## src/rtl/multi_platform_display_pkg.sv

```systemverilog
// multi_platform_display_pkg: shared sprite geometry, colour widths and platform ROM contents
package multi_platform_display_pkg;
  localparam int SCREEN_W = 640;
  localparam int SCREEN_H = 480;
  localparam int X_W = 11;
  localparam int Y_W = 10;
  localparam int RGB_W = 12;
  localparam int ROM_ROW_W = 6;
  localparam int ROM_COL_W = 9;
  localparam int CALC_W = 12;
  localparam logic [RGB_W-1:0] DEF_TRANSP = 12'hF0F;
  function automatic int idx_w(input int n);
    return n > 1 ? $clog2(n) : 1;
  endfunction
  // Tile artwork: row in the top nibble, column in the low byte; the origin is the transparent key.
  function automatic logic [RGB_W-1:0] rom_pixel(input logic [ROM_ROW_W-1:0] row, input logic [ROM_COL_W-1:0] col);
    return (row == '0 && col == '0) ? DEF_TRANSP : {4'(row), 8'(col)};
  endfunction
endpackage

```

## src/rtl/multi_platform_display_if.sv

```systemverilog
// multi_platform_display_if: platform positions, pixel coordinates and pixel result
interface multi_platform_display_if import multi_platform_display_pkg::*;
  #(parameter int N_PLAT = 4, parameter int LEN_W = 4, parameter int IDX_W = idx_w(N_PLAT)) ();
  logic frame_tick;
  logic [N_PLAT*X_W-1:0] plat_x;
  logic [N_PLAT*Y_W-1:0] plat_y;
  logic [N_PLAT*LEN_W-1:0] plat_len;
  logic [X_W-1:0] x;
  logic [Y_W-1:0] y;
  logic video_on;
  logic [RGB_W-1:0] rgb_out;
  logic platform_on;
  logic [IDX_W-1:0] hit_idx;
  modport master (output frame_tick, plat_x, plat_y, plat_len, x, y, video_on,
                  input rgb_out, platform_on, hit_idx);
  modport slave (input frame_tick, plat_x, plat_y, plat_len, x, y, video_on,
                 output rgb_out, platform_on, hit_idx);
endinterface

```

## src/rtl/multi_platform_display_hit.sv

```systemverilog
// plat_hit_unit: box test and tile offset for one platform
module plat_hit_unit import multi_platform_display_pkg::*;
  #(parameter int TILE_W = 32, parameter int TILE_H = 16, parameter int LEN_W = 4) (
  input logic [X_W-1:0] sx,
  input logic [Y_W-1:0] sy,
  input logic [LEN_W-1:0] slen,
  input logic [X_W-1:0] x,
  input logic [Y_W-1:0] y,
  input logic video_on,
  output logic hit,
  output logic [ROM_ROW_W-1:0] row,
  output logic [ROM_COL_W-1:0] col
);
  logic [CALC_W-1:0] px, py, bx, by, dx, dy, x_end, y_end;
  // 12-bit compares so platforms near the right/bottom edge end past the screen instead of wrapping
  always_comb begin
    px = CALC_W'(x);
    py = CALC_W'(y);
    bx = CALC_W'(sx);
    by = CALC_W'(sy);
    dx = px - bx;
    dy = py - by;
    x_end = bx + CALC_W'(slen) * CALC_W'(TILE_W);
    y_end = by + CALC_W'(TILE_H);
    hit = video_on && slen != '0 && px >= bx && px < x_end && py >= by && py < y_end;
    col = ROM_COL_W'(dx) & ROM_COL_W'(TILE_W - 1);
    row = ROM_ROW_W'(dy) & ROM_ROW_W'(TILE_H - 1);
  end
endmodule

```

## src/rtl/platform_rom.sv

```systemverilog
// platform_rom: tile artwork with registered read data
module platform_rom import multi_platform_display_pkg::*; (
  input logic clk,
  input logic reset_n,
  input logic [ROM_ROW_W-1:0] row,
  input logic [ROM_COL_W-1:0] col,
  output logic [RGB_W-1:0] data
);
  // synchronous read, cleared by reset so the pipeline starts dark
  always_ff @(posedge clk)
    data <= !reset_n ? '0 : rom_pixel(row, col);
endmodule

```

## src/rtl/multi_platform_display.sv

```systemverilog
// multi_platform_display: double-buffered multi-platform tile renderer, 3-cycle pipeline
module multi_platform_display import multi_platform_display_pkg::*;
  #(parameter int N_PLAT = 4, parameter int TILE_W = 32, parameter int TILE_H = 16,
    parameter int LEN_W = 4, parameter logic [RGB_W-1:0] TRANSP = DEF_TRANSP) (
  input logic clk,
  input logic reset_n,
  multi_platform_display_if.slave bus
);
  localparam int IDX_W = idx_w(N_PLAT);
  logic [X_W-1:0] sx [N_PLAT];
  logic [Y_W-1:0] sy [N_PLAT];
  logic [LEN_W-1:0] slen [N_PLAT];
  logic [N_PLAT-1:0] hit;
  logic [ROM_ROW_W-1:0] row [N_PLAT];
  logic [ROM_COL_W-1:0] col [N_PLAT];
  logic any_hit;
  logic [IDX_W-1:0] win;
  logic [ROM_ROW_W-1:0] win_row;
  logic [ROM_COL_W-1:0] win_col;
  logic s1_hit, s2_hit, draw;
  logic [IDX_W-1:0] s1_idx, s2_idx;
  logic [ROM_ROW_W-1:0] s1_row;
  logic [ROM_COL_W-1:0] s1_col;
  logic [RGB_W-1:0] rom_data;
  // shadow positions change only on frame_tick so a frame never tears
  always_ff @(posedge clk)
    for (int i = 0; i < N_PLAT; i++) begin
      if (!reset_n) begin
        sx[i] <= '0;
        sy[i] <= '0;
        slen[i] <= '0;
      end else if (bus.frame_tick) begin
        sx[i] <= bus.plat_x[i*X_W +: X_W];
        sy[i] <= bus.plat_y[i*Y_W +: Y_W];
        slen[i] <= bus.plat_len[i*LEN_W +: LEN_W];
      end
    end
  for (genvar i = 0; i < N_PLAT; i++) begin : g_unit
    plat_hit_unit #(.TILE_W(TILE_W), .TILE_H(TILE_H), .LEN_W(LEN_W)) u_hit (
      .sx(sx[i]), .sy(sy[i]), .slen(slen[i]), .x(bus.x), .y(bus.y), .video_on(bus.video_on),
      .hit(hit[i]), .row(row[i]), .col(col[i]));
  end
  // priority encoder: scanning downward leaves the lowest-index hit as winner
  always_comb begin
    any_hit = 1'b0;
    win = '0;
    win_row = '0;
    win_col = '0;
    for (int i = N_PLAT - 1; i >= 0; i--)
      if (hit[i]) begin
        any_hit = 1'b1;
        win = IDX_W'(i);
        win_row = row[i];
        win_col = col[i];
      end
  end
  // S1: register hit, winner and ROM address
  always_ff @(posedge clk)
    if (!reset_n) begin
      s1_hit <= 1'b0;
      s1_idx <= '0;
      s1_row <= '0;
      s1_col <= '0;
    end else begin
      s1_hit <= any_hit;
      s1_idx <= win;
      s1_row <= win_row;
      s1_col <= win_col;
    end
  platform_rom u_rom (.clk(clk), .reset_n(reset_n), .row(s1_row), .col(s1_col), .data(rom_data));
  // S2: carry hit and winner alongside the ROM read
  always_ff @(posedge clk)
    if (!reset_n) begin
      s2_hit <= 1'b0;
      s2_idx <= '0;
    end else begin
      s2_hit <= s1_hit;
      s2_idx <= s1_idx;
    end
  // a transparent winner blanks the pixel; lower-priority platforms never show through
  assign draw = s2_hit && rom_data != TRANSP;
  // S3: output register
  always_ff @(posedge clk)
    if (!reset_n) begin
      bus.rgb_out <= '0;
      bus.platform_on <= 1'b0;
      bus.hit_idx <= '0;
    end else begin
      bus.rgb_out <= draw ? rom_data : '0;
      bus.platform_on <= draw;
      bus.hit_idx <= draw ? s2_idx : '0;
    end
endmodule

```

## src/flat_wrapper.sv

```systemverilog
// flat-port wrapper written by rule: the top's interface ports become plain ports
module multi_platform_display_flat import multi_platform_display_pkg::*;
#(parameter int N_PLAT = 4, parameter int TILE_W = 32, parameter int TILE_H = 16,
    parameter int LEN_W = 4, parameter logic [RGB_W-1:0] TRANSP = DEF_TRANSP)
  (clk, reset_n, bus_frame_tick, bus_plat_x, bus_plat_y, bus_plat_len, bus_x, bus_y, bus_video_on, bus_rgb_out, bus_platform_on, bus_hit_idx);
  multi_platform_display_if #(.N_PLAT(N_PLAT), .LEN_W(LEN_W)) bus_i ();
  input logic clk;
  input logic reset_n;
  input wire logic [$bits(bus_i.frame_tick)-1:0] bus_frame_tick;
  input wire logic [$bits(bus_i.plat_x)-1:0] bus_plat_x;
  input wire logic [$bits(bus_i.plat_y)-1:0] bus_plat_y;
  input wire logic [$bits(bus_i.plat_len)-1:0] bus_plat_len;
  input wire logic [$bits(bus_i.x)-1:0] bus_x;
  input wire logic [$bits(bus_i.y)-1:0] bus_y;
  input wire logic [$bits(bus_i.video_on)-1:0] bus_video_on;
  output wire logic [$bits(bus_i.rgb_out)-1:0] bus_rgb_out;
  output wire logic [$bits(bus_i.platform_on)-1:0] bus_platform_on;
  output wire logic [$bits(bus_i.hit_idx)-1:0] bus_hit_idx;
  assign bus_i.frame_tick = bus_frame_tick;
  assign bus_i.plat_x = bus_plat_x;
  assign bus_i.plat_y = bus_plat_y;
  assign bus_i.plat_len = bus_plat_len;
  assign bus_i.x = bus_x;
  assign bus_i.y = bus_y;
  assign bus_i.video_on = bus_video_on;
  assign bus_rgb_out = bus_i.rgb_out;
  assign bus_platform_on = bus_i.platform_on;
  assign bus_hit_idx = bus_i.hit_idx;
  multi_platform_display #(.N_PLAT(N_PLAT), .TILE_W(TILE_W), .TILE_H(TILE_H), .LEN_W(LEN_W), .TRANSP(TRANSP)) u_core (.clk(clk), .reset_n(reset_n), .bus(bus_i));
endmodule
```

## config.mk

```make
export PLATFORM = sky130hd
export DESIGN_NAME = multi_platform_display_flat
export DESIGN_NICKNAME = d
export VERILOG_FILES = /design/src/rtl/multi_platform_display_pkg.sv /design/src/rtl/multi_platform_display_if.sv /design/src/rtl/multi_platform_display_hit.sv /design/src/rtl/platform_rom.sv /design/src/rtl/multi_platform_display.sv /design/src/flat_wrapper.sv
export SDC_FILE = /design/constraint.sdc
export NUM_CORES = 1
export LEC_CHECK = 0
export CAP_MARGIN = 20
export CORE_AREA = 2 2 180 112
export DETAILED_ROUTE_END_ITERATION = 10
export DIE_AREA = 0 0 182 114
export DONT_BUFFER_PORTS = 1
export GPL_ROUTABILITY_DRIVEN = 0
export GPL_TIMING_DRIVEN = 0
export PLACE_DENSITY = 0.77
export SLEW_MARGIN = 20
export SYNTH_ARGS = -nofsm -noshare
export SYNTH_HDL_FRONTEND = slang
export SYNTH_HIERARCHICAL = 1
export SYNTH_SLANG_ARGS = --single-unit
```

## constraint.sdc

```tcl
create_clock -name clk -period 10.5 [get_ports clk]
set_clock_uncertainty 0.1 [all_clocks]
set_input_delay 0.525 -clock clk [delete_from_list [all_inputs] [get_ports clk]]
set_output_delay 0.525 -clock clk [all_outputs]
set_load 0.005 [all_outputs]
```

## Word-level counts from Yosys, hierarchy flattened

Memory sizes are Yosys's and may differ from the RTL's.
Cells that the tools add are included.

- Register bits after elaboration: 48
- Bits in latches: 0
- Memory bits (writable): 100
- ROM bits: 0
- Logic and storage cells: 128
- Memories: 3

- Add/subtract/negate cells: 16
- Multipliers: 0
- Divide/modulo/power cells: 0
- Magnitude comparators: 16
- Equality and inequality tests: 1
- Shift operators: 0
- Mux-type cells: 32
- Bitwise logic cells: 13
- Reduce and logical (&&, ||, !) cells: 33

Memories:

| name | words | width | read ports | clocked after memory_dff | write ports | RTL line | RTL |
|---|---|---|---|---|---|---|---|
| u_core.sx | 4 | 11 | 4 | 0 | 4 | multi_platform_display.sv:10 | `logic [X_W-1:0] sx [N_PLAT];` |
| u_core.sy | 4 | 10 | 4 | 0 | 4 | multi_platform_display.sv:11 | `logic [Y_W-1:0] sy [N_PLAT];` |
| u_core.slen | 4 | 4 | 4 | 0 | 4 | multi_platform_display.sv:12 | `logic [LEN_W-1:0] slen [N_PLAT];` |

Operator list:

| kind | count |
|---|---|
| adder 11 x 9 -> 12 bit | 4 |
| less-than comparator 11 x 12 -> 1 bit | 4 |
| adder 10 x 5 -> 11 bit (second input constant) | 4 |
| >= comparator 11 bit | 4 |
| less-than comparator 10 x 11 -> 1 bit | 4 |
| 2-to-1 mux 11 bit | 4 |
| >= comparator 10 bit | 4 |
| 2-to-1 mux 10 bit | 4 |
| 2-to-1 mux 4 bit | 8 |
| logical AND 1 bit | 22 |
| 2-to-1 mux 5 bit | 4 |
| subtractor 5 bit | 4 |
| nonzero test 4 bit | 4 |
| subtractor 4 bit | 4 |
| 2-to-1 mux 12 bit | 1 |
| != test 12 bit (second input constant) | 1 |
| OR 1 bit | 12 |
| zero test 9 bit | 1 |
| 2-to-1 mux 1 bit | 9 |
| zero test 6 bit | 1 |
| 2-to-1 mux 2 bit | 2 |
| OR reduction 2 bit | 2 |
| OR reduction 4 bit | 1 |
| OR reduction 3 bit | 1 |
| other kinds (2) | 2 |

## Depth between registers and ports, before layout

Gate-level depths: netlist of the first run.
An unclocked memory read counts as a cell.

- Depth after elaboration: 11
- Depth in mapped cells: 17
- Depth with buffers taken out: 15

## Cells and area by module

The synthesis of the first run kept the hierarchy.

By module, submodules not included:

| module | instances | cells each | area each (um2) | seq. area each (um2) |
|---|---|---|---|---|
| multi_platform_display | 1 | 363 | 5176.2 | 3723.6 |
| plat_hit_unit (u_core.g_unit[1].u_hit ...) | 2 | 163 | 1246.2 | 0.0 |
| plat_hit_unit (u_core.g_unit[0].u_hit) | 1 | 167 | 1277.5 | 0.0 |
| plat_hit_unit (u_core.g_unit[2].u_hit) | 1 | 167 | 1256.2 | 0.0 |
| platform_rom | 1 | 42 | 501.7 | 240.2 |

## Worst setup path before layout of the first run

No wires, ideal clock.

- Kind: input port to flip-flop
- Start: input bus_frame_tick
- End: memory u_core.slen[0][0], enable pin
- Setup time: 0.476 ns
- Arrival: 3.229 ns
- Required time: 9.924 ns
- Setup slack: 6.696 ns
- Stages on the path: 2
- Cell sequence: clkbuf_1 -> nand2b_1

RTL lines:

| what | RTL line | RTL |
|---|---|---|
| start, declared | flat_wrapper.sv:9 | `input wire logic [$bits(bus_i.frame_tick)-1:0] bus_frame_tick;` |
| end, declared | multi_platform_display.sv:12 |  |

==> impl_table.tex, run 1 <==
\begin{tabular}{lr}
\hline
Metric & Value \\
\hline
\multicolumn{2}{l}{\textbf{GRT}} \\
\quad Antenna violations before repair & 7 \\
\quad Maximum number of pins on one net before global-route repair & 44 \\
\quad GR Util All Layers & 0.2758 \\
\quad Vias in the first global route & 8060 \\
\quad Wire length of the first global-routing pass & 43170 um \\
\quad Final global-route overflow total & 0 \\
\multicolumn{2}{l}{\textbf{Final layout}} \\
\quad Cell Count, Final, Fillers Out & 1379 \\
\quad Area of the multi-input gates & 5936 um\^{}2 \\
\quad Proportion of layout cells with a drive suffix above 1 & 0.09383 \\
\quad Sequential Area & 3964 um\^{}2 \\
\quad Final \#Nets & 1395 \\
\quad Layout overhead on the synthesized area & 9.842\% \\
\quad Most common library cell in the layout ignoring fill and taps & sky130\_fd\_sc\_hd\_\_ha\_1 \\
\quad Highest-count cells in the layout ignoring fill and taps & 152 x sky130\_fd\_sc\_hd\_\_ha\_1, 133 x sky130\_fd\_sc\_hd\_\_inv\_1, 104 x sky130\_fd\_sc\_hd\_\_and3\_1 \\
\quad Number of fill cells in the layout & 1571 \\
\multicolumn{2}{l}{\textbf{Floorplanning}} \\
\quad Number of top-level pins & 140 \\
\quad Placement row count & 40 \\
\quad Die span in x & between 150 and 200 um \\
\quad Total Die Area & 20750 um\^{}2 \\
\quad Core ar. & 19320 um\^{}2 \\
\quad Chip height & 114 um \\
\quad Starting Density & 0.5541 \\
\multicolumn{2}{l}{\textbf{Yosys}} \\
\quad Count of flip-flops with a built-in enable after synthesis & 100 \\
\quad Cell type with the highest aggregate area in the netlist & sky130\_fd\_sc\_hd\_\_edfxtp\_1 \\
\quad Register bit count reported by yosys & 148 \\
\quad Sequential cell area fraction in the yosys report & 0.3703 \\
\quad Area share of the largest cell type after synthesis & 0.2805 \\
\quad Post-Synthesis Cell Area & 10700 um\^{}2 \\
\quad Ys flop type & sky130\_fd\_sc\_hd\_\_edfxtp\_1 \\
\quad Gate count after technology mapping & 1065 \\
\quad Proportion of register bits with asynchronous set or reset after synthesis & 0 \\
\quad Top post-synthesis cells by area & sky130\_fd\_sc\_hd\_\_edfxtp\_1 28\%, sky130\_fd\_sc\_hd\_\_ha\_1 18\%, sky130\_fd\_sc\_hd\_\_dfxtp\_1 9.0\%, sky130\_fd\_sc\_hd\_\_and3\_1 6.1\%, sky130\_fd\_sc\_hd\_\_inv\_1 4.7\% \\
\quad Number of distinct standard cells referenced by the synthesized netlist & 66 \\
\quad Mapped Avg Cell Area & 10.05 um\^{}2 \\
\quad Yosys synthesis warning count & 6 \\
\multicolumn{2}{l}{\textbf{Placed design}} \\
\quad Detailed placement HPWL & 21680 um \\
\quad Cell Count Post-Placement & 1339 \\
\quad Pre-CTS setup slack & 6427 ps \\
\quad I/O Buffers & 0 \\
\multicolumn{2}{l}{\textbf{Critical path}} \\
\quad Worst Setup Path Type & reg2reg \\
\quad Required time reported for the critical path endpoint & approximately 11000 ps \\
\quad Arrival time reported for the critical path endpoint & 4540 ps \\
\quad Top fanout value on the critical path & 10 \\
\quad Kind of end point of the critical path & register \\
\quad Worst Setup Start Kind & register \\
\multicolumn{2}{l}{\textbf{STA}} \\
\quad Transition time at the pin with the least slew margin & 986.4 ps \\
\quad Setup\_tns & 0 ps \\
\quad Share of the cycle needed by the critical path after routing & 0.4106 \\
\quad Unrepaired setup endpoints after global routing & no \\
\quad Fmax & 232.0 MHz \\
\quad Worst slew margin relative to its limit & 0.3369 \\
\quad Worst-case setup margin in the final layout & 6189 ps \\
\quad Setup-failing EPs final & 0 \\
\quad Final hold violation count & 0 \\
\quad Slew Limit Fails & 0 \\
\quad Fin crit period & 4311 ps \\
\quad Minimum hold slack & about 110 ps \\
\multicolumn{2}{l}{\textbf{Drt}} \\
\quad Routed length per instance & 20.55 um \\
\quad Detail Route Antenna Nets & 0 \\
\quad Post-detailed-route via-to-cell ratio & 5.987 \\
\quad Routed Wire Length & 28340 um \\
\quad Total number of vias & 8256 \\
\quad DRC violation total after the first TritonRoute iteration & about 850 \\
\quad Post-route DRC & 0 \\
\quad Number of detailed-route iterations in the first pass & 5 \\
\multicolumn{2}{l}{\textbf{Clocking}} \\
\quad Master cell of the clock root buffer & sky130\_fd\_sc\_hd\_\_clkbuf\_16 \\
\quad Maximum clock insertion buffer count & 2 \\
\quad Number of clock sinks & around 150 \\
\quad Clock transition at the registers of the reported paths & 70 ps \\
\quad Maximum level of the CTS H-tree & 4 \\
\quad Hold-fix buffers, CTS & 0 \\
\quad Post CTS Setup Buffer Count & 0 \\
\quad Number of buffers created by CTS & 17 \\
\quad CTS tree & built \\
\quad Clock insertion delay at the later pin of the skew report & 440 ps \\
\quad Count of instances resized after the clock tree is built & 0 \\
\multicolumn{2}{l}{\textbf{Status}} \\
\quad Run status & finished, final reports clean \\
\multicolumn{2}{l}{\textbf{Pwr}} \\
\quad Worst supply voltage drop on vdd & 114.8 uV \\
\quad Sum of internal, switching and leakage power & 1.753 mW \\
\quad P per Cell Area & approximately 150 nW/um\^{}2 \\
\quad Cell leakage power & 5.459 nW \\
\multicolumn{2}{l}{\textbf{Hold path}} \\
\quad Hold crit path type & in2reg \\
\multicolumn{2}{l}{\textbf{Flow run}} \\
\quad Max-capacitance violation count & 0 \\
\hline
\end{tabular}
[cell families (layout without fill, tap and decap cells)]
kind of cell,after synthesis,in the layout,share of synthesized area
and+or+nand+nor,282,282,0.1560
buffers and inverters,200,234,0.08288
adders and majority gates,164,164,0.2001
AOI/OAI and AO/OA,223,223,0.1532
xor gates and xnor gates,44,44,0.03600
other,4,32,0.001402
DFF,148,148,0.3703
[cells in the mapped netlist (4+ instances only)]
cell type and number:
sky130_fd_sc_hd__a211oi_1 5, sky130_fd_sc_hd__a21o_1 22, sky130_fd_sc_hd__ha_1 152, sky130_fd_sc_hd__nand4_1 7, sky130_fd_sc_hd__a2111oi_0 4, sky130_fd_sc_hd__and2_1 15
sky130_fd_sc_hd__nor3_1 6, sky130_fd_sc_hd__o41ai_2 9, sky130_fd_sc_hd__a221oi_1 18, sky130_fd_sc_hd__and3_1 104, sky130_fd_sc_hd__o21ai_1 12, sky130_fd_sc_hd__a211o_1 4
sky130_fd_sc_hd__nand2_1 35, sky130_fd_sc_hd__a31oi_1 6, sky130_fd_sc_hd__buf_6 4, sky130_fd_sc_hd__buf_2 7, sky130_fd_sc_hd__nor2_1 20, sky130_fd_sc_hd__fa_1 12
sky130_fd_sc_hd__o21a_1 12, sky130_fd_sc_hd__o41ai_1 6, sky130_fd_sc_hd__xnor2_1 40, sky130_fd_sc_hd__edfxtp_1 100, sky130_fd_sc_hd__dfxtp_1 48, sky130_fd_sc_hd__nand3_1 30
sky130_fd_sc_hd__nand2b_1 14, sky130_fd_sc_hd__o31ai_1 13, sky130_fd_sc_hd__nor2b_1 22, sky130_fd_sc_hd__inv_1 133, sky130_fd_sc_hd__a21oi_1 64, sky130_fd_sc_hd__o21ai_0 12
sky130_fd_sc_hd__xor2_1 4, sky130_fd_sc_hd__conb_1 4, sky130_fd_sc_hd__buf_4 26, sky130_fd_sc_hd__o31a_1 4, sky130_fd_sc_hd__o31ai_2 7, sky130_fd_sc_hd__o211ai_1 4
sky130_fd_sc_hd__clkbuf_1 28
[layout make-up]
cell class,count,share of cell area
multi-input cells,737,0.5048
flip-flops and latches,148,0.3371
inverters,135,0.04310
clock buffers,21,0.04193
plain buffers,65,0.03235
well taps,252,0.02682
clock inverters,11,0.008726
repair buffers,2,0.003405
diodes,8,0.001703
[per-layer routing]
metal | global-route usage | vias up | wire length [um]
met5 | 0 | - | 17
met4 | 0.07903 | 2 | 475
met3 | 0.09674 | 38 | 3256
met2 | 0.4148 | 355 | 12000
met1 | 0.3776 | 3941 | 12590
li1 | - | 3920 | -
[registers in the layout, indices dropped and copies added (netlist names)]
name,cells
u_core/s1_idx,2
u_core/bus.hit_idx,2
u_core/sx,44
u_core/sy,40
u_core/bus.platform_on,1
u_core/bus.rgb_out,12
u_core/s2_hit,1
u_core/s1_row,6
u_core/s1_hit,1
u_core/s1_col,9
u_core/s2_idx,2
u_core/u_rom/data,12
u_core/slen,16
[critical path, stage by stage (launching register included)]
cell                        delay [ps]
sky130_fd_sc_hd__edfxtp_1          450
sky130_fd_sc_hd__ha_1              250
sky130_fd_sc_hd__fa_1              420
sky130_fd_sc_hd__xnor2_1           200
sky130_fd_sc_hd__ha_1              290
sky130_fd_sc_hd__a211oi_1          230
sky130_fd_sc_hd__nand2_1            80
sky130_fd_sc_hd__o2111ai_1         170
sky130_fd_sc_hd__a21oi_1           120
sky130_fd_sc_hd__nor4_2            870
sky130_fd_sc_hd__clkbuf_1          530
sky130_fd_sc_hd__a221oi_1          130
sky130_fd_sc_hd__o31ai_2           330
[worst paths after layout]
kind                          end  slack (ps)  cells after the start              start
max              u_core/s1_row[1]        6190                     12  u_core/slen[1][0]
min          u_core/u_rom/data[4]         110                      1            reset_n
max reg2reg      u_core/s1_row[1]        6190                     12  u_core/slen[1][0]
min reg2reg      u_core/s2_idx[1]         340                      1   u_core/s1_idx[1]
[power by group]
part	switching [mW]	total (mW)	internal, mW
Clock	0.279	0.626	0.347
Combinational	0.235	0.419	0.184
Sequential	0.0327	0.707	0.675
Total	0.547	1.75	1.21
[through the flow]
step / util / cell area [um^2]
2_1_floorplan: - / 10780
3_3_place_gp: 0.5743 / 11090
3_5_place_dp: 0.5767 / 11140
4_1_cts: 0.6076 / 11740
5_1_grt: 0.6077 / 11740
6_report: 0.6086 / 11760
(Power assumes the default switching activity.)
==> run 2, diff against run 1 <==
- ABC_AREA: unset -> 1
- CORE_AREA: 2 2 180 112 -> 2 2 186 115
- DIE_AREA: 0 0 182 114 -> 0 0 188 117
- clock period: 10.5 -> 4.4 ns (I/O delays scaled with it)
==> run 2 against run 1 <==
Critical endpoint is now u_core/s1_row[3]. Total power is 140% higher. Critical path type unchanged. Global-route usage is 1.2 points lower. Hold slack worse by 58 ps. Sequential power is 140% higher. Final area is 15% higher. Largest cell class unchanged. Synthesized cell count is 39% higher. Flip-flop and latch count stayed put. Largest power group unchanged.
==> impl_table.tex, run 2 <==
\begin{tabular}{lr}
\hline
Metric & Value \\
\hline
\multicolumn{2}{l}{\textbf{Drt}} \\
\quad Number of detailed-route iterations in the first pass & 5 (unchanged) \\
\quad Routed length per instance & 14.79 um (was 20.55 um) \\
\quad DRC violation total after the first TritonRoute iteration & 772 (was 853) \\
\quad Detail Route Antenna Nets & 0 (unchanged) \\
\quad Routed Wire Length & 28370 um (was 28340 um) \\
\quad Post-route DRC & 0 (unchanged) \\
\quad Post-detailed-route via-to-cell ratio & 4.966 (was 5.987) \\
\quad Total number of vias & 9524 (was 8256) \\
\multicolumn{2}{l}{\textbf{Final layout}} \\
\quad Inserted Diodes & 0 (was 8) \\
\quad Layout overhead on the synthesized area & 18.13\% (was 9.842\%) \\
\quad Proportion of layout cells with a drive suffix above 1 & 0.07138 (was 0.09383) \\
\quad Most common library cell in the layout ignoring fill and taps & sky130\_fd\_sc\_hd\_\_inv\_1 (was sky130\_fd\_sc\_hd\_\_ha\_1) \\
\quad Largest register FFs & 44 (unchanged) \\
\quad Final \#Nets & 1915 (was 1395) \\
\quad Cell Count, Final, Fillers Out & 1918 (was 1379) \\
\quad Share of the core filled with cells in the final layout & 0.6585 (was 0.6086) \\
\quad Highest-count cells in the layout ignoring fill and taps & 326 x sky130\_fd\_sc\_hd\_\_inv\_1, 287 x sky130\_fd\_sc\_hd\_\_nand2\_1, 234 x sky130\_fd\_sc\_hd\_\_nor2\_1 (was 152 x sky130\_fd\_sc\_hd\_\_ha\_1, 133 x sky130\_fd\_sc\_hd\_\_inv\_1, 104 x sky130\_fd\_sc\_hd\_\_and3\_1) \\
\quad Largest registers & u\_core/sx x44, u\_core/sy x40, u\_core/slen x16 (unchanged) \\
\quad Most flops, register & u\_core/sx (unchanged) \\
\multicolumn{2}{l}{\textbf{Pwr}} \\
\quad Worst supply voltage drop on vdd & 306.2 uV (was 114.8 uV) \\
\quad P per Cell Area & 318.6 nW/um\^{}2 (was 149.1 nW/um\^{}2) \\
\quad Sum of internal, switching and leakage power & 4.294 mW (was 1.753 mW) \\
\quad Switching power total & 1.334 mW (was 0.5465 mW) \\
\quad Clock network power share & 0.345 (was 0.357) \\
\quad Cell leakage power & 7.004 nW (was 5.459 nW) \\
\quad Switching portion of total power & 0.3108 (was 0.3118) \\
\quad Fraction of power consumed by sequential logic & 0.392 (was 0.404) \\
\quad Gate power share & 0.262 (was 0.239) \\
\quad Internal power component & 2.959 mW (was 1.206 mW) \\
\multicolumn{2}{l}{\textbf{Critical path}} \\
\quad Kind of end point of the critical path & register (unchanged) \\
\quad Launching element of the worst setup path & u\_core/sx[0][5] (was u\_core/slen[1][0]) \\
\quad Capturing element of the worst setup path & u\_core/s1\_row[3] (was u\_core/s1\_row[1]) \\
\quad Arrival time reported for the critical path endpoint & 3590 ps (was 4540 ps) \\
\quad Top fanout value on the critical path & 10 (unchanged) \\
\quad Register-to-register path setup slack & 1020 ps (was 6190 ps) \\
\quad Launching point of the worst reg2reg path & u\_core/sx[0][5] (was u\_core/slen[1][0]) \\
\quad Worst Setup Path Type & reg2reg (unchanged) \\
\quad Worst Setup Start Kind & register (unchanged) \\
\quad Required time reported for the critical path endpoint & 4620 ps (was 10730 ps) \\
\quad Worst reg2reg path endpoint & u\_core/s1\_row[3] (was u\_core/s1\_row[1]) \\
\quad Number of cells on the worst reg-to-reg path & 20 (was 12) \\
\multicolumn{2}{l}{\textbf{Yosys}} \\
\quad Number of distinct standard cells referenced by the synthesized netlist & 34 (was 66) \\
\quad Yosys synthesis warning count & 6 (unchanged) \\
\quad Ys flop type & sky130\_fd\_sc\_hd\_\_edfxtp\_1 (unchanged) \\
\quad Gate count after technology mapping & 1485 (was 1065) \\
\quad Area share of the largest cell type after synthesis & 0.2632 (was 0.2805) \\
\quad Register bit count reported by yosys & 148 (unchanged) \\
\quad Mapped Avg Cell Area & 7.683 um\^{}2 (was 10.05 um\^{}2) \\
\quad Proportion of register bits with asynchronous set or reset after synthesis & 0 (unchanged) \\
\quad Most frequent cell after synthesis & sky130\_fd\_sc\_hd\_\_inv\_1 (was sky130\_fd\_sc\_hd\_\_ha\_1) \\
\quad Top post-synthesis cells by area & sky130\_fd\_sc\_hd\_\_edfxtp\_1 26\%, sky130\_fd\_sc\_hd\_\_ha\_1 17\%, sky130\_fd\_sc\_hd\_\_inv\_1 11\%, sky130\_fd\_sc\_hd\_\_nand2\_1 9.4\%, sky130\_fd\_sc\_hd\_\_dfxtp\_1 8.4\% (was sky130\_fd\_sc\_hd\_\_edfxtp\_1 28\%, sky130\_fd\_sc\_hd\_\_ha\_1 18\%, sky130\_fd\_sc\_hd\_\_dfxtp\_1 9.0\%, sky130\_fd\_sc\_hd\_\_and3\_1 6.1\%, sky130\_fd\_sc\_hd\_\_inv\_1 4.7\%) \\
\quad Most frequent cells after synthesis & 326 x sky130\_fd\_sc\_hd\_\_inv\_1, 287 x sky130\_fd\_sc\_hd\_\_nand2\_1, 234 x sky130\_fd\_sc\_hd\_\_nor2\_1, 152 x sky130\_fd\_sc\_hd\_\_ha\_1, 100 x sky130\_fd\_sc\_hd\_\_edfxtp\_1 (was 152 x sky130\_fd\_sc\_hd\_\_ha\_1, 133 x sky130\_fd\_sc\_hd\_\_inv\_1, 104 x sky130\_fd\_sc\_hd\_\_and3\_1, 100 x sky130\_fd\_sc\_hd\_\_edfxtp\_1, 64 x sky130\_fd\_sc\_hd\_\_a21oi\_1) \\
\quad Post-Synthesis Cell Area & 11410 um\^{}2 (was 10700 um\^{}2) \\
\quad Cell type with the highest aggregate area in the netlist & sky130\_fd\_sc\_hd\_\_edfxtp\_1 (unchanged) \\
\quad Count of flip-flops with a built-in enable after synthesis & 100 (unchanged) \\
\quad Sequential cell area fraction in the yosys report & 0.3474 (was 0.3703) \\
\multicolumn{2}{l}{\textbf{STA}} \\
\quad Share of the cycle needed by the critical path after routing & 0.7674 (was 0.4106) \\
\quad Worst-case setup margin in the final layout & 1024 ps (was 6189 ps) \\
\quad Setup-failing EPs final & 0 (unchanged) \\
\quad Slew Limit Fails & 0 (unchanged) \\
\quad Final hold violation count & 0 (unchanged) \\
\quad Worst slew margin relative to its limit & 0.5174 (was 0.3369) \\
\quad Fmax & 296.2 MHz (was 232.0 MHz) \\
\quad Fin crit period & 3376 ps (was 4311 ps) \\
\quad Transition time at the pin with the least slew margin & 723.9 ps (was 986.4 ps) \\
\quad Setup\_tns & 0 ps (unchanged) \\
\quad Unrepaired setup endpoints after global routing & no (unchanged) \\
\multicolumn{2}{l}{\textbf{Clocking}} \\
\quad Clock insertion delay at the later pin of the skew report & 440 ps (about the same) \\
\quad Post CTS Setup Buffer Count & 0 (unchanged) \\
\quad Maximum level of the CTS H-tree & 4 (unchanged) \\
\quad Number of buffers created by CTS & 17 (unchanged) \\
\quad CTS tree & built (unchanged) \\
\quad Master cell of the clock root buffer & sky130\_fd\_sc\_hd\_\_clkbuf\_16 (unchanged) \\
\quad Number of clock sinks & 148 (unchanged) \\
\quad Clock transition at the registers of the reported paths & 70 ps (about the same) \\
\quad Maximum clock insertion buffer count & 2 (unchanged) \\
\multicolumn{2}{l}{\textbf{Placed design}} \\
\quad Pre-CTS setup slack & 1113 ps (was 6427 ps) \\
\quad Cell Count Post-Placement & 1785 (was 1339) \\
\quad I/O Buffers & 0 (unchanged) \\
\quad Detailed placement HPWL & 20810 um (was 21680 um) \\
\multicolumn{2}{l}{\textbf{Floorplanning}} \\
\quad Chip height & 117 um (was 114 um) \\
\quad Number of top-level pins & 140 (unchanged) \\
\quad Core ar. & 20470 um\^{}2 (was 19320 um\^{}2) \\
\quad Total Die Area & 22000 um\^{}2 (was 20750 um\^{}2) \\
\quad Die span in x & 188 um (was 182 um) \\
\quad Placement row count & 41 (was 40) \\
\quad Starting Density & 0.5574 (was 0.5541) \\
\multicolumn{2}{l}{\textbf{GRT}} \\
\quad Vias in the first global route & 9017 (was 8060) \\
\quad Final global-route overflow total & 0 (unchanged) \\
\quad Wire length of the first global-routing pass & 44660 um (was 43170 um) \\
\quad Antenna violations before repair & 0 (was 7) \\
\quad Maximum number of pins on one net before global-route repair & 55 (was 44) \\
\quad GR Util All Layers & 0.2642 (was 0.2758) \\
\multicolumn{2}{l}{\textbf{Flow run}} \\
\quad Max-capacitance violation count & 0 (unchanged) \\
\multicolumn{2}{l}{\textbf{Hold path}} \\
\quad Hold crit path type & in2reg (unchanged) \\
\multicolumn{2}{l}{\textbf{Status}} \\
\quad Run status & finished, final reports clean (unchanged) \\
\hline
\end{tabular}
run 2: cell count changes after synthesis, sizes merged, moves of 25 or more:
| cell | previous run | this run |
|---|---|---|
| and3 | 105 | 4 |
| nor2 | 20 | 240 |
| xor2 | 4 | 36 |
| nand2 | 36 | 296 |
| clkbuf | 28 | 0 |
| nor2b | 25 | 0 |
| inv | 133 | 336 |
run 2: power groups by stage:
stage          registers [mW]  clock network (mW)  logic [mW]
3_3_place_gp             1.71                   0       0.972
3_5_place_dp             1.71                   0        1.02
5_1_grt                  1.70                1.57        1.28
6_report                 1.68                1.48        1.13
4_1_cts                  1.68                1.50        1.10
2_1_floorplan            1.69                   0       0.798
run 2: final cells by class:
cell class | count | area (um^2)
Fill cell | 1682 | 6990
Multi-Input combinational cell | 974 | 5912
Sequential cell | 148 | 3964
Inverter | 336 | 1261
Timing Repair Buffer | 102 | 1039
Clock buffer | 24 | 548.0
Buffer | 47 | 350.3
Tap cell | 279 | 349.1
Clock inverter | 8 | 55.05
run 2: cells by family (layout without fill, tap and decap cells):
kind of cell             Yosys count  in the layout  synth area share
AO/OA/AOI/OAI                    100            100           0.04748
XOR/XNOR                          52             52           0.03992
buffers and inverters            383            517            0.1412
adder cells (fa/ha/maj)          164            164            0.1877
other                              4             24          0.001316
flip-flops                       148            148            0.3474
AND/OR/NAND/NOR                  634            634            0.2349
run 2: repair_timing:
item	4_1_cts	5_1_grt
hold buffers	101	0
endpoints found under the setup margin	0	0
resized for setup	0	0
endpoints found under the hold margin	112	0
run 2: worst max-delay path: stages (launching register included):
cell	delay, ps
sky130_fd_sc_hd__edfxtp_1	430
sky130_fd_sc_hd__ha_1	250
sky130_fd_sc_hd__fa_1	440
sky130_fd_sc_hd__xnor2_1	220
sky130_fd_sc_hd__ha_1	270
sky130_fd_sc_hd__nand2_1	110
sky130_fd_sc_hd__inv_1	50
sky130_fd_sc_hd__a21oi_1	140
sky130_fd_sc_hd__nand2_1	60
sky130_fd_sc_hd__nand2_1	50
sky130_fd_sc_hd__nand2_1	40
sky130_fd_sc_hd__nand2_1	70
sky130_fd_sc_hd__nand4_1	80
sky130_fd_sc_hd__nor2_1	240
sky130_fd_sc_hd__buf_6	180
sky130_fd_sc_hd__inv_2	50
sky130_fd_sc_hd__nand2_4	100
sky130_fd_sc_hd__buf_6	160
sky130_fd_sc_hd__nor2_1	60
sky130_fd_sc_hd__nand2_1	60
sky130_fd_sc_hd__nand2_1	80
run 2: worst min path at each step:
stage          depth (start not counted)     start                    to
4_1_cts                                5  bus_x[0]      u_core/s1_col[0]
3_3_place_gp                           2   reset_n  u_core/u_rom/data[4]
3_5_place_dp                           2   reset_n  u_core/u_rom/data[6]
5_1_grt                                5  bus_x[0]      u_core/s1_col[0]
2_1_floorplan                          2   reset_n  u_core/u_rom/data[4]
6_report                               5  bus_x[0]      u_core/s1_col[0]
run 2: routing by layer:
layer  wire, um  vias to the layer above  track usage
met5          0                        -            0
met2      12110                      359       0.4128
met3       2084                       43      0.05128
li1           -                     4829            -
met4        610                        0      0.09869
met1      13560                     4293       0.3681
run 2: stage by stage:
stage | instance area [um^2] | hold WS, ps
global route | 13480 | 81.11
CTS | 13480 | 40.03
global placement | 11830 | 285.8
finish | 13480 | 53.13
floorplan | 11480 | 272.9
detailed placement | 11860 | 285.0
==> run 3, diff against run 2 <==
- ABC_AREA: 1 -> 0
- CORE_AREA: 2 2 186 115 -> 2 2 180 112
- DIE_AREA: 0 0 188 117 -> 0 0 182 114
- PLACE_DENSITY: 0.77 -> 0.79
- clock period: 4.4 -> 2.95 ns (I/O delays scaled with it)
==> run 3 against run 2 <==
The run now ends with setup timing left. Register-to-register slack worse by 1700 ps. Global-route usage is 2.8 points higher. Sequential power is 50% higher. Worst setup slack worse by 1700 ps. Sequential share of layout area is 0.29 points lower.
==> impl_table.tex, run 3 (synthesized netlist as in run 1, its figures left out) <==
\begin{tabular}{lr}
\hline
Metric & Value \\
\hline
\multicolumn{2}{l}{\textbf{Final layout}} \\
\quad Number of fill cells in the layout & 1344 (was 1682) \\
\quad Proportion of layout cells with a drive suffix above 1 & 0.1657 (was 0.07138) \\
\quad Share of the core filled with cells in the final layout & 0.7047 (was 0.6585) \\
\quad Layout overhead on the synthesized area & 27.19\% (was 18.13\%) \\
\quad Largest registers & u\_core/sx x44, u\_core/sy x40, u\_core/slen x16 (unchanged) \\
\quad Area of the multi-input gates & 6412 um\^{}2 (was 5912 um\^{}2) \\
\quad Final \#Nets & 1531 (was 1915) \\
\quad Largest register FFs & 44 (unchanged) \\
\quad Final std cell area, no fill & 13610 um\^{}2 (was 13480 um\^{}2) \\
\quad Sequential Area & 3964 um\^{}2 (unchanged) \\
\quad Most flops, register & u\_core/sx (unchanged) \\
\quad Highest-count cells in the layout ignoring fill and taps & 144 x sky130\_fd\_sc\_hd\_\_ha\_1, 133 x sky130\_fd\_sc\_hd\_\_inv\_1, 104 x sky130\_fd\_sc\_hd\_\_and3\_1 (was 326 x sky130\_fd\_sc\_hd\_\_inv\_1, 287 x sky130\_fd\_sc\_hd\_\_nand2\_1, 234 x sky130\_fd\_sc\_hd\_\_nor2\_1) \\
\quad Most common library cell in the layout ignoring fill and taps & sky130\_fd\_sc\_hd\_\_ha\_1 (was sky130\_fd\_sc\_hd\_\_inv\_1) \\
\multicolumn{2}{l}{\textbf{Pwr}} \\
\quad Switching portion of total power & 0.3109 (was 0.3108) \\
\quad Gate power share & 0.289 (was 0.262) \\
\quad Internal power component & 4.464 mW (was 2.959 mW) \\
\quad Fraction of power consumed by sequential logic & 0.389 (was 0.392) \\
\quad Switching power total & 2.014 mW (was 1.334 mW) \\
\quad Cell leakage power & 6.196 nW (was 7.004 nW) \\
\quad Sum of internal, switching and leakage power & 6.478 mW (was 4.294 mW) \\
\quad Clock network power share & 0.322 (was 0.345) \\
\quad P per Cell Area & 475.9 nW/um\^{}2 (was 318.6 nW/um\^{}2) \\
\quad Worst supply voltage drop on vdd & 414.1 uV (was 306.2 uV) \\
\multicolumn{2}{l}{\textbf{Hold path}} \\
\quad Hold crit path type & in2reg (unchanged) \\
\quad Instance count along the most critical hold path & 5 (unchanged) \\
\quad Launch point of the worst hold path & bus\_y[0] (was bus\_x[0]) \\
\quad Hold EP & u\_core/s1\_row[0] (was u\_core/s1\_col[0]) \\
\multicolumn{2}{l}{\textbf{GRT}} \\
\quad Antenna violations before repair & 3 (was 0) \\
\quad Maximum number of pins on one net before global-route repair & 52 (was 55) \\
\quad Final global-route overflow total & 0 (unchanged) \\
\quad GR Util All Layers & 0.2922 (was 0.2642) \\
\quad Wire length of the first global-routing pass & 46100 um (was 44660 um) \\
\quad Vias in the first global route & 8801 (was 9017) \\
\multicolumn{2}{l}{\textbf{Clocking}} \\
\quad Master cell of the clock root buffer & sky130\_fd\_sc\_hd\_\_clkbuf\_16 (unchanged) \\
\quad Clock transition at the registers of the reported paths & 70 ps (about the same) \\
\quad Number of clock sinks & 148 (unchanged) \\
\quad Maximum clock insertion buffer count & 2 (unchanged) \\
\quad Number of buffers created by CTS & 17 (unchanged) \\
\quad CTS tree & built (unchanged) \\
\quad Maximum level of the CTS H-tree & 4 (unchanged) \\
\quad Clock insertion delay at the later pin of the skew report & 440 ps (about the same) \\
\multicolumn{2}{l}{\textbf{STA}} \\
\quad Transition time at the pin with the least slew margin & 722.3 ps (was 723.9 ps) \\
\quad Unrepaired setup endpoints after global routing & yes (was no) \\
\quad Fin crit period & 3589 ps (was 3376 ps) \\
\quad Worst-case setup margin in the final layout & -639.1 ps (was 1024 ps) \\
\quad Final hold violation count & 0 (unchanged) \\
\quad Setup-failing EPs final & 18 (was 0) \\
\quad Worst slew margin relative to its limit & 0.5185 (was 0.5174) \\
\quad Minimum hold slack & 51.24 ps (was 53.13 ps) \\
\quad Slew Limit Fails & 0 (unchanged) \\
\quad Fmax & 278.6 MHz (was 296.2 MHz) \\
\quad Share of the cycle needed by the critical path after routing & 1.217 (was 0.7674) \\
\quad Setup\_tns & -7948 ps (was 0 ps) \\
\multicolumn{2}{l}{\textbf{Floorplanning}} \\
\quad Total Die Area & 20750 um\^{}2 (was 22000 um\^{}2) \\
\quad Die span in x & 182 um (was 188 um) \\
\quad Core ar. & 19320 um\^{}2 (was 20470 um\^{}2) \\
\quad Placement row count & 40 (was 41) \\
\quad Chip height & 114 um (was 117 um) \\
\quad Starting Density & 0.5541 (was 0.5574) \\
\quad Number of top-level pins & 140 (unchanged) \\
\multicolumn{2}{l}{\textbf{Critical path}} \\
\quad Top fanout value on the critical path & 5 (was 10) \\
\quad Register-to-register path setup slack & -640 ps (was 1020 ps) \\
\quad Kind of end point of the critical path & register (unchanged) \\
\quad Worst Setup Path Type & reg2reg (unchanged) \\
\quad Worst Setup Start Kind & register (unchanged) \\
\quad Required time reported for the critical path endpoint & 3160 ps (was 4620 ps) \\
\quad Arrival time reported for the critical path endpoint & 3800 ps (was 3590 ps) \\
\quad Number of cells on the worst reg-to-reg path & 14 (was 20) \\
\quad Worst reg2reg path endpoint & u\_core/s1\_col[4] (was u\_core/s1\_row[3]) \\
\quad Launching point of the worst reg2reg path & u\_core/slen[2][0] (was u\_core/sx[0][5]) \\
\multicolumn{2}{l}{\textbf{Drt}} \\
\quad Routed Wire Length & 30690 um (was 28370 um) \\
\quad Number of detailed-route iterations in the first pass & 5 (unchanged) \\
\quad Total number of vias & 8956 (was 9524) \\
\quad Post-detailed-route via-to-cell ratio & 5.935 (was 4.966) \\
\quad Detail Route Antenna Nets & 0 (unchanged) \\
\quad Post-route DRC & 0 (unchanged) \\
\quad DRC violation total after the first TritonRoute iteration & 908 (was 772) \\
\quad Routed length per instance & 20.34 um (was 14.79 um) \\
\multicolumn{2}{l}{\textbf{Placed design}} \\
\quad I/O Buffers & 0 (unchanged) \\
\quad Placed Instance Area & 11190 um\^{}2 (was 11860 um\^{}2) \\
\quad Detailed placement HPWL & 21050 um (was 20810 um) \\
\multicolumn{2}{l}{\textbf{Status}} \\
\quad Run status & complete, but fails checks (was finished, final reports clean) \\
\quad Violations in the final reports & setup timing \\
\multicolumn{2}{l}{\textbf{Flow run}} \\
\quad Max-capacitance violation count & 0 (unchanged) \\
\hline
\end{tabular}
[run 3: cell types whose count changed in the layout (fill, tap and decap cells not counted), moves of 21 or more]
cell / previous run / this run
sky130_fd_sc_hd__nor2_1: 234 / 17
sky130_fd_sc_hd__inv_1: 326 / 133
sky130_fd_sc_hd__and3_1: 4 / 104
sky130_fd_sc_hd__xnor2_1: 16 / 37
sky130_fd_sc_hd__clkbuf_1: 1 / 25
sky130_fd_sc_hd__nand2_1: 287 / 34
sky130_fd_sc_hd__xor2_1: 36 / 4
sky130_fd_sc_hd__buf_4: 26 / 53
[run 3: how the worst max path moves through the flow]
stage | endpoint | slack (ps) | cells past startpoint | from
after floorplan | u_core/s1_row[1] | -160 | 15 | u_core/sx[2][5]
after global placement | u_core/s1_col[4] | -730 | 12 | u_core/sx[1][5]
after detailed placement | u_core/s1_col[4] | -800 | 12 | u_core/sx[1][5]
after CTS | u_core/s1_col[4] | -470 | 13 | u_core/sx[3][5]
after global routing | u_core/s1_col[4] | -750 | 15 | u_core/sx[2][5]
final | u_core/s1_col[4] | -640 | 14 | u_core/slen[2][0]
[run 3: per-stage QoR]
step	setup slack (ps)	std cells
5_1_grt	-753.6	1508
4_1_cts	-469.2	1491
3_5_place_dp	-802.1	1338
3_3_place_gp	-729.8	1337
6_report	-639.1	1509
2_1_floorplan	-164.3	1085
[run 3: timing repair]
action / 4_1_cts / 5_1_grt
pin swaps: 33 / 21
setup buffers: 16 / 16
gates cloned: 3 / 1
gates resized for setup: 67 / 31
setup endpoints to repair: 18 / 18
hold buffers: 102 / 0
hold endpoints to repair: 106 / 0
[run 3: layout make-up]
class,count,area share
antenna,2,0.0003676
buffer,64,0.03327
clock buffer,20,0.03520
clock inverter,12,0.006433
inverter,135,0.03722
multi-input combinational,737,0.4710
sequential,148,0.2911
tap,252,0.02316
timing repair buffer,139,0.1022
[run 3: power groups by stage]
stage	registers (mW)	logic [mW]	clock network [mW]
2_1_floorplan	2.52	1.14	0
3_3_place_gp	2.56	1.39	0
3_5_place_dp	2.56	1.46	0
4_1_cts	2.51	1.72	2.11
5_1_grt	2.54	2.03	2.21
6_report	2.52	1.87	2.09
[run 3: per-layer routing]
metal,GRT usage,up-vias,share of wire
li1,-,4185,-
met1,0.4085,4231,0.45
met2,0.4504,480,0.44
met3,0.07344,58,0.095
met4,0.08710,2,0.019
met5,0,-,0.00023
[run 3: worst max-delay path: stages (launching register included)]
cell	delay, ps
sky130_fd_sc_hd__edfxtp_1	420
sky130_fd_sc_hd__ha_2	220
sky130_fd_sc_hd__fa_2	520
sky130_fd_sc_hd__inv_1	50
sky130_fd_sc_hd__ha_1	300
sky130_fd_sc_hd__a21oi_1	180
sky130_fd_sc_hd__nor2b_1	80
sky130_fd_sc_hd__o41ai_2	300
sky130_fd_sc_hd__a21oi_2	110
sky130_fd_sc_hd__nor4b_2	330
sky130_fd_sc_hd__buf_4	210
sky130_fd_sc_hd__nor2b_4	50
sky130_fd_sc_hd__buf_6	140
sky130_fd_sc_hd__a221oi_2	310
sky130_fd_sc_hd__o31ai_2	140
